==> src/rtl/sha256_pad_block.sv <==
// Single-block SHA-256 message padder: message, a '1' bit, zero fill, and a 64-bit length.
// The datapath is combinational from the inputs, and the result is registered on in_valid.
module sha256_pad_block #(
   parameter int MAX_MSG_BITS = 447
) (
   input  logic                    clk,
   input  logic                    reset_n,
   input  logic                    in_valid,
   input  logic [MAX_MSG_BITS-1:0] msg_data,
   input  logic [8:0]              msg_len,
   output logic [511:0]            padding,
   output logic                    out_valid,
   output logic                    len_err
);

   localparam int            FILL_BITS = 512 - MAX_MSG_BITS;
   localparam logic [8:0]    MAX_LEN   = 9'(MAX_MSG_BITS);
   localparam logic [511:0]  ALL_ONES  = '1;
   localparam logic [511:0]  TOP_BIT   = {1'b1, 511'b0};

   logic         w_len_ok;
   logic [511:0] w_msg_aligned;
   logic [511:0] w_keep_mask;
   logic [511:0] w_padding;

   logic [511:0] r_padding;
   logic         r_out_valid;
   logic         r_len_err;

   assign w_len_ok      = (msg_len <= MAX_LEN);
   assign w_msg_aligned = {msg_data, {FILL_BITS{1'b0}}};
   // Top L bits set; this masks off the don't-care data below the message.
   assign w_keep_mask   = ~(ALL_ONES >> msg_len);

   always_comb begin
      // NOTE: a default on entry keeps every path assigned, so no latch is inferred.
      w_padding = '0;
      if (w_len_ok) begin
         w_padding = (w_msg_aligned & w_keep_mask)
                   | (TOP_BIT >> msg_len)
                   | {448'b0, 55'b0, msg_len};
      end
   end

   // NOTE: sequential state uses non-blocking assignments, and reset is synchronous (sampled on clk).
   always_ff @(posedge clk) begin
      if (!reset_n) begin
         r_padding   <= '0;
         r_out_valid <= 1'b0;
         r_len_err   <= 1'b0;
      end else begin
         r_out_valid <= in_valid;
         if (in_valid) begin
            r_padding <= w_padding;
            r_len_err <= ~w_len_ok;
         end
      end
   end

   assign padding   = r_padding;
   assign out_valid = r_out_valid;
   assign len_err   = r_len_err;

endmodule

==> config.mk <==
export PLATFORM = sky130hd
export DESIGN_NAME = sha256_pad_block
export DESIGN_NICKNAME = d
export VERILOG_FILES = /design/src/rtl/sha256_pad_block.sv
export SDC_FILE = /design/constraint.sdc
export NUM_CORES = 1
export LEC_CHECK = 0
export ABC_AREA = 0
export CAP_MARGIN = 20
export CORE_AREA = 2 2 374 376
export CTS_CLUSTER_SIZE = 40
export DETAILED_ROUTE_END_ITERATION = 16
export DIE_AREA = 0 0 376 378
export PLACE_DENSITY_LB_ADDON = 0.3
export SLEW_MARGIN = 20
export SYNTH_ARGS = -nofsm -noshare
export SYNTH_HDL_FRONTEND = slang
export SYNTH_SLANG_ARGS = --single-unit
==> constraint.sdc <==
create_clock -name clk -period 2.76 [get_ports clk]
set_input_delay 0.828 -clock clk [delete_from_list [all_inputs] [get_ports clk]]
set_output_delay 0.828 -clock clk [all_outputs]
set_load 0.01 [all_outputs]
==> results_dict.tcl, run 1 <==
set metrics [dict create \
    timing.hold.ws_ns 0.440 \
    cts_tree "built" \
    vias 30300 \
    initial_utilization_pct 17.1 \
    ys_warn_count 0 \
    drive_above_1_share_pct 16.4 \
    grt_pass1_vias 28800 \
    crit_fanout 2 \
    cts.sink_count 514 \
    synth_top_area_share_pct 43.5 \
    multi_input_area_sq_um 12000 \
    ir_drop_uv 438 \
    route.detailed.drc 0 \
    antenna_found_initial 97 \
    firstDrtPassIters 7 \
    leakage_nw 15.0 \
    path_buf_inv 1 \
    drt-total-wl_microns 227000 \
    synth_cells 2786 \
    synth.distinct_cells 91 \
    synth.area.top_cells "dfxtp_1 43%, o21ai_0 8.1%, nand2_1 6.5%" \
    synthFlopType "dfxtp_1" \
    fp.dieH_microns 378 \
    cp-end-kind "primary output" \
    fmax_mhz 371 \
    viasPerCell 5.18 \
    setup_viol 0 \
    post-route-min-period_ns 2.70 \
    dpl.hpwl_microns 182000 \
    die_area_sq_um 142000 \
    drtIter0Drc 3205 \
    fin_skew_ns 0 \
    avgSynthCellArea_sq_um 8.49 \
    crit_required_ns 1.93 \
    cp_cell_sequence "clkdlybuf4s50_1" \
    synth_edf_count 0 \
    max-clock-path-buffers 3 \
    grt_usage_pct 30.6 \
    utilization_pct 29.6 \
    clockRootBuffer "clkbuf_16" \
    yosysTopAreaCell "dfxtp_1" \
    finalCritPeriodShare_pct 97.7 \
    dp_cells 5708 \
    grt_pass1_wl_microns 290000 \
    finalPower_mw 22.2 \
    htreeDepth 3 \
    place_ws_ns -0.153 \
    critPathTopFamily "buffers and inverters" \
    ios 973 \
    portBuffers 972 \
    rsz0062_at_grt "false" \
    nets 4431 \
    powerDensity_nw_per_um2 541 \
    clock_latency_ns 0.68 \
    seq_area_sq_um 10300 \
    ys_seq_elements 514 \
    fp-row-count 137 \
    hp-class "flop to flop" \
    slowest_stage "clkdlybuf4s50_1" \
    cap_violations 0 \
    drtAntennaViolNets 0 \
    fin_ws_ns 0.0626 \
    yosysSeqAreaShare_pct 43.5 \
    worst_pin_slew_ns 0.957 \
    maxSlewViolCount 0 \
    grt_max_degree 78 \
    syn2layout_area_growth_pct 73.4 \
    post_cts_buffers 0 \
    synthArstFlopShare_pct 0 \
    synth_fp_nets 3245 \
    place_congestion 0.932 \
    numCtsBuffers 69 \
    status "completed" \
    path_class "flop to primary output" \
    die_x_microns 376 \
    hold_viol 0 \
    crit_arrival_ns 1.87 \
    cts.clk_slew.worst_paths_ns 0.06 \
    start_kind "flop" \
    slew_headroom_pct 36.2 \
    holdBufCountCts 0 \
    slowest_delay_ns 0.85 \
    wl_per_cell_microns 38.8 \
    netlist_area_sq_um 23700 \
    overflow 0 \
    core_area_sq_um 139000 \
    instances_no_fill 5863 \
    n_fill_cell 14800 \
]
==> metal layers <==
| metal | up-vias | GRT usage [%] | part of all wire [%] |
|---|---|---|---|
| met2 | 1740 | 47.9 | 44 |
| met3 | 446 | 15.3 | 12 |
| met4 | 124 | 12.8 | 4.3 |
| met5 | - | 0 | 0.35 |
| met1 | 15200 | 35.2 | 39 |
| li1 | 12800 | - | - |
==> logic make-up (layout without fill, tap and decap cells) <==
kind of cell / after synthesis / count (layout) / synth area share [%]
multiplexers: 6 / 6 / 0.254
AND/OR/NAND/NOR: 832 / 832 / 18.2
AO/OA/AOI/OAI: 1141 / 1141 / 31.9
flip-flops: 514 / 514 / 43.5
other: 0 / 32 / 0
buffers and inverters: 293 / 1531 / 6.16
==> worst register-to-register path, stage by stage (launching register included) <==
cell and delay, ns:
dfxtp_1 0.36, a22oi_1 0.18, buf_4 0.13, o21ai_0 0.06
==> timing repair <==
item	in CTS	in global routing
endpoints found under the setup margin	1	2
endpoints found under the hold margin	0	0
cloned	0	0
gates resized for setup	1	2
pin swaps	0	0
==> power breakdown <==
part / switching, mW / leakage, nW / internal [mW]
clock: 4.00 / 1.20 / 6.09
combinational: 2.42 / 9.58 / 1.82
sequential: 0.167 / 4.19 / 7.70
total: 6.58 / 15.0 / 15.6
==> area by class of cell <==
| class | count | share of cell area, % |
|---|---|---|
| diodes | 32 | 0.195 |
| repair buffers | 1388 | 33.8 |
| inverters | 20 | 0.183 |
| well taps | 1807 | 5.51 |
| multi-input cells | 1979 | 29.3 |
| flip-flops and latches | 514 | 25.1 |
| clock inverters | 34 | 1.33 |
| clock buffers | 89 | 4.61 |
==> worst paths after layout <==
path | start | to | depth (start not counted) | slack, ns
worst max-delay path | padding[386] | padding[386] | 1 | 0.06
worst min-delay path | padding[127] | padding[127] | 2 | 0.44
worst max register to register | padding[263] | padding[263] | 3 | 1.89
worst min register to register | padding[127] | padding[127] | 2 | 0.44
==> state kept, by name (all words and copies together) (netlist names) <==
name and cells:
padding 512, len_err 1, out_valid 1
==> cell usage after synthesis (9+ instances only) <==
cell type / n
a31oi_1: 25
a22o_1: 46
o31ai_1: 24
a32o_1: 13
a22oi_1: 181
and3_1: 12
o211ai_1: 63
or3_1: 9
nand2b_1: 11
a221o_1: 12
dfxtp_1: 514
nand2_1: 407
a21oi_1: 114
nor2_1: 75
nor2b_1: 10
clkbuf_1: 125
buf_6: 21
o21ai_1: 61
buf_4: 24
buf_1: 15
inv_1: 15
a21o_1: 15
nand4_1: 19
a2bb2oi_1: 11
nand3_1: 85
a32oi_1: 104
nor3_1: 19
or2_2: 9
o221ai_1: 16
nor3_4: 10
nor2_2: 22
buf_2: 88
o21ai_0: 385
and2_1: 70
==> cell usage in the layout (no fill, tap or decap), types with 25 or more instances in the layout <==
cell type and n:
a21oi_1 113, a22o_1 46, a22oi_1 181, a31oi_1 25
a32oi_1 104, and2_1 70, buf_12 83, buf_4 341
clkbuf_16 70, clkdlybuf4s50_1 959, dfxtp_1 514, diode_2 32
nand2_1 405, nand3_1 84, nor2_1 68, o211ai_1 63
o21ai_0 383, o21ai_1 63
==> stage by stage <==
stage	TNS [ns]	area, sq um
floorplan	0	23700
global placement	-4.11	38500
detailed placement	-3.65	38500
CTS	0	40900
global route	0	41000
finish	0	41000
Power figures use the tool's default switching activity.
==> run 2: changes to the inputs <==
clock period = 3 ns   (was 2.76 ns; I/O delays follow)
==> run 2 against run 1 <==
  * Cell count fell by 0.85%
  * Register-to-register slack improved by 0.27 ns
  * Cell area fell by 2.2%
  * Clock skew did not move
  * Combinational power fell by 9.9%
  * Routed wire length rose by 1.5%
  * Core utilization fell by 0.65 points
  * Largest power group unchanged
  * Highest routed layer unchanged
==> results_dict.tcl, run 2 (synthesis gave the netlist of run 1 again) <==
set metrics [dict create \
    finalPower_mw 19.9 \
    cts_resized 0 \
    portBuffers 972 \
    pwr-share-comb_pct 19.2 \
    antenna_found_initial 108 \
    r2r_start "padding[263]" \
    clkPwrFrac_pct 44.4 \
    whs_path_depth 2 \
    powerDensity_nw_per_um2 496 \
    final_cell_mix "962 x clkdlybuf4s50_1, 514 x dfxtp_1, 405 x nand2_1" \
    hold_viol 0 \
    clockRootBuffer "clkbuf_16" \
    largest_reg_flops 512 \
    fmax_mhz 353 \
    place_congestion 0.916 \
    grt_pass1_wl_microns 294000 \
    clock_latency_ns 0.69 \
    cts.sink_count 514 \
    status "completed" \
    slowest_stage "clkdlybuf4s50_1" \
    cp_cell_sequence "clkdlybuf4s50_1" \
    slew_headroom_pct 30.2 \
    holdBufCountCts 0 \
    place_ws_ns -0.288 \
    fp.dieH_microns 378 \
    crit_required_ns 2.10 \
    leakage_nw 14.5 \
    utilization_pct 29.0 \
    syn2layout_area_growth_pct 69.6 \
    cts.clk_slew.worst_paths_ns 0.06 \
    nets 4384 \
    dpl_cell_area_sq_um 37700 \
    cts_tree "built" \
    seq_power_share_pct 36.4 \
    worst_pin_slew_ns 1.05 \
    max-clock-path-buffers 3 \
    slowest_delay_ns 0.88 \
    grt_pass1_vias 28600 \
    cap_violations 0 \
    dp_cells 5660 \
    crit_arrival_ns 1.93 \
    htreeDepth 3 \
    p_sw_share_pct 30.7 \
    intPower_mw 13.8 \
    finalInstanceArea_sq_um 40100 \
    timing.rr.end "padding[263]" \
    maxSlewViolCount 0 \
    finalCritPeriodShare_pct 94.5 \
    dpl.hpwl_microns 183000 \
    tns_ns 0 \
    ir_drop_uv 409 \
    critPathTopFamily "buffers and inverters" \
    p_sw_mw 6.11 \
    fp-row-count 137 \
    drive_above_1_share_pct 15.3 \
    overflow 0 \
    fin_ws_ns 0.166 \
    worstRegToRegCells 3 \
    grt_usage_pct 31.0 \
    min_from "padding[6]" \
    timing.hold.ws_ns 0.438 \
    cp-end-kind "primary output" \
    path_buf_inv 1 \
    drtIter0Drc 3201 \
    fin_skew_ns 0 \
    numCtsBuffers 70 \
    instances_no_fill 5813 \
    rsz0062_at_grt "false" \
    start_kind "flop" \
    path_class "flop to primary output" \
    post_cts_buffers 0 \
    hp-class "flop to flop" \
    crit_fanout 2 \
    grt_max_degree 79 \
    final_common_cell "clkdlybuf4s50_1" \
    post-route-min-period_ns 2.83 \
    route.detailed.drc 0 \
    wl_per_cell_microns 39.7 \
    core_area_sq_um 139000 \
    vias 30200 \
    drt-total-wl_microns 231000 \
    ff2ff_setup_slack_ns 2.16 \
    die_x_microns 376 \
    holdPathEnd "padding[6]" \
    die_area_sq_um 142000 \
    viasPerCell 5.19 \
    initial_utilization_pct 17.1 \
    ios 973 \
    setup_viol 0 \
    drtAntennaViolNets 0 \
    firstDrtPassIters 8 \
]
run 2: cell type report:
| class | instances | area (sq um) |
|---|---|---|
| fill | 14700 | 98400 |
| inverter | 20 | 75.1 |
| clock inverter | 27 | 324 |
| multi-input combinational | 1979 | 12000 |
| tap | 1807 | 2260 |
| sequential | 514 | 10300 |
| timing repair buffer | 1340 | 13100 |
| clock buffer | 96 | 1990 |
| antenna | 30 | 75.1 |
run 2: layer usage:
metal	up-vias	GRT usage, %	part of all wire [%]
met3	471	13.8	12
met5	-	0	0.35
met2	1759	49.1	45
li1	12700	-	-
met1	15100	36.6	39
met4	136	12.1	4.1
run 2: how the worst max path moves through the flow:
stage            startpoint      endpoint  slack, ns  cells after the start
6_report       padding[125]  padding[125]       0.17                      1
5_1_grt        padding[125]  padding[125]       0.08                      1
4_1_cts        padding[125]  padding[125]       0.14                      1
3_5_place_dp       in_valid  padding[257]      -0.29                      7
3_3_place_gp       in_valid  padding[257]      -0.29                      7
2_1_floorplan    msg_len[1]  padding[506]       0.70                      7
run 2: power by group through the flow:
stage	combinational, mW	clock [mW]	sequential [mW]
6_report	3.82	8.82	7.24
5_1_grt	3.91	9.17	7.26
4_1_cts	3.77	8.97	7.24
3_5_place_dp	3.75	0	7.38
3_3_place_gp	3.75	0	7.38
2_1_floorplan	1.07	0	7.47
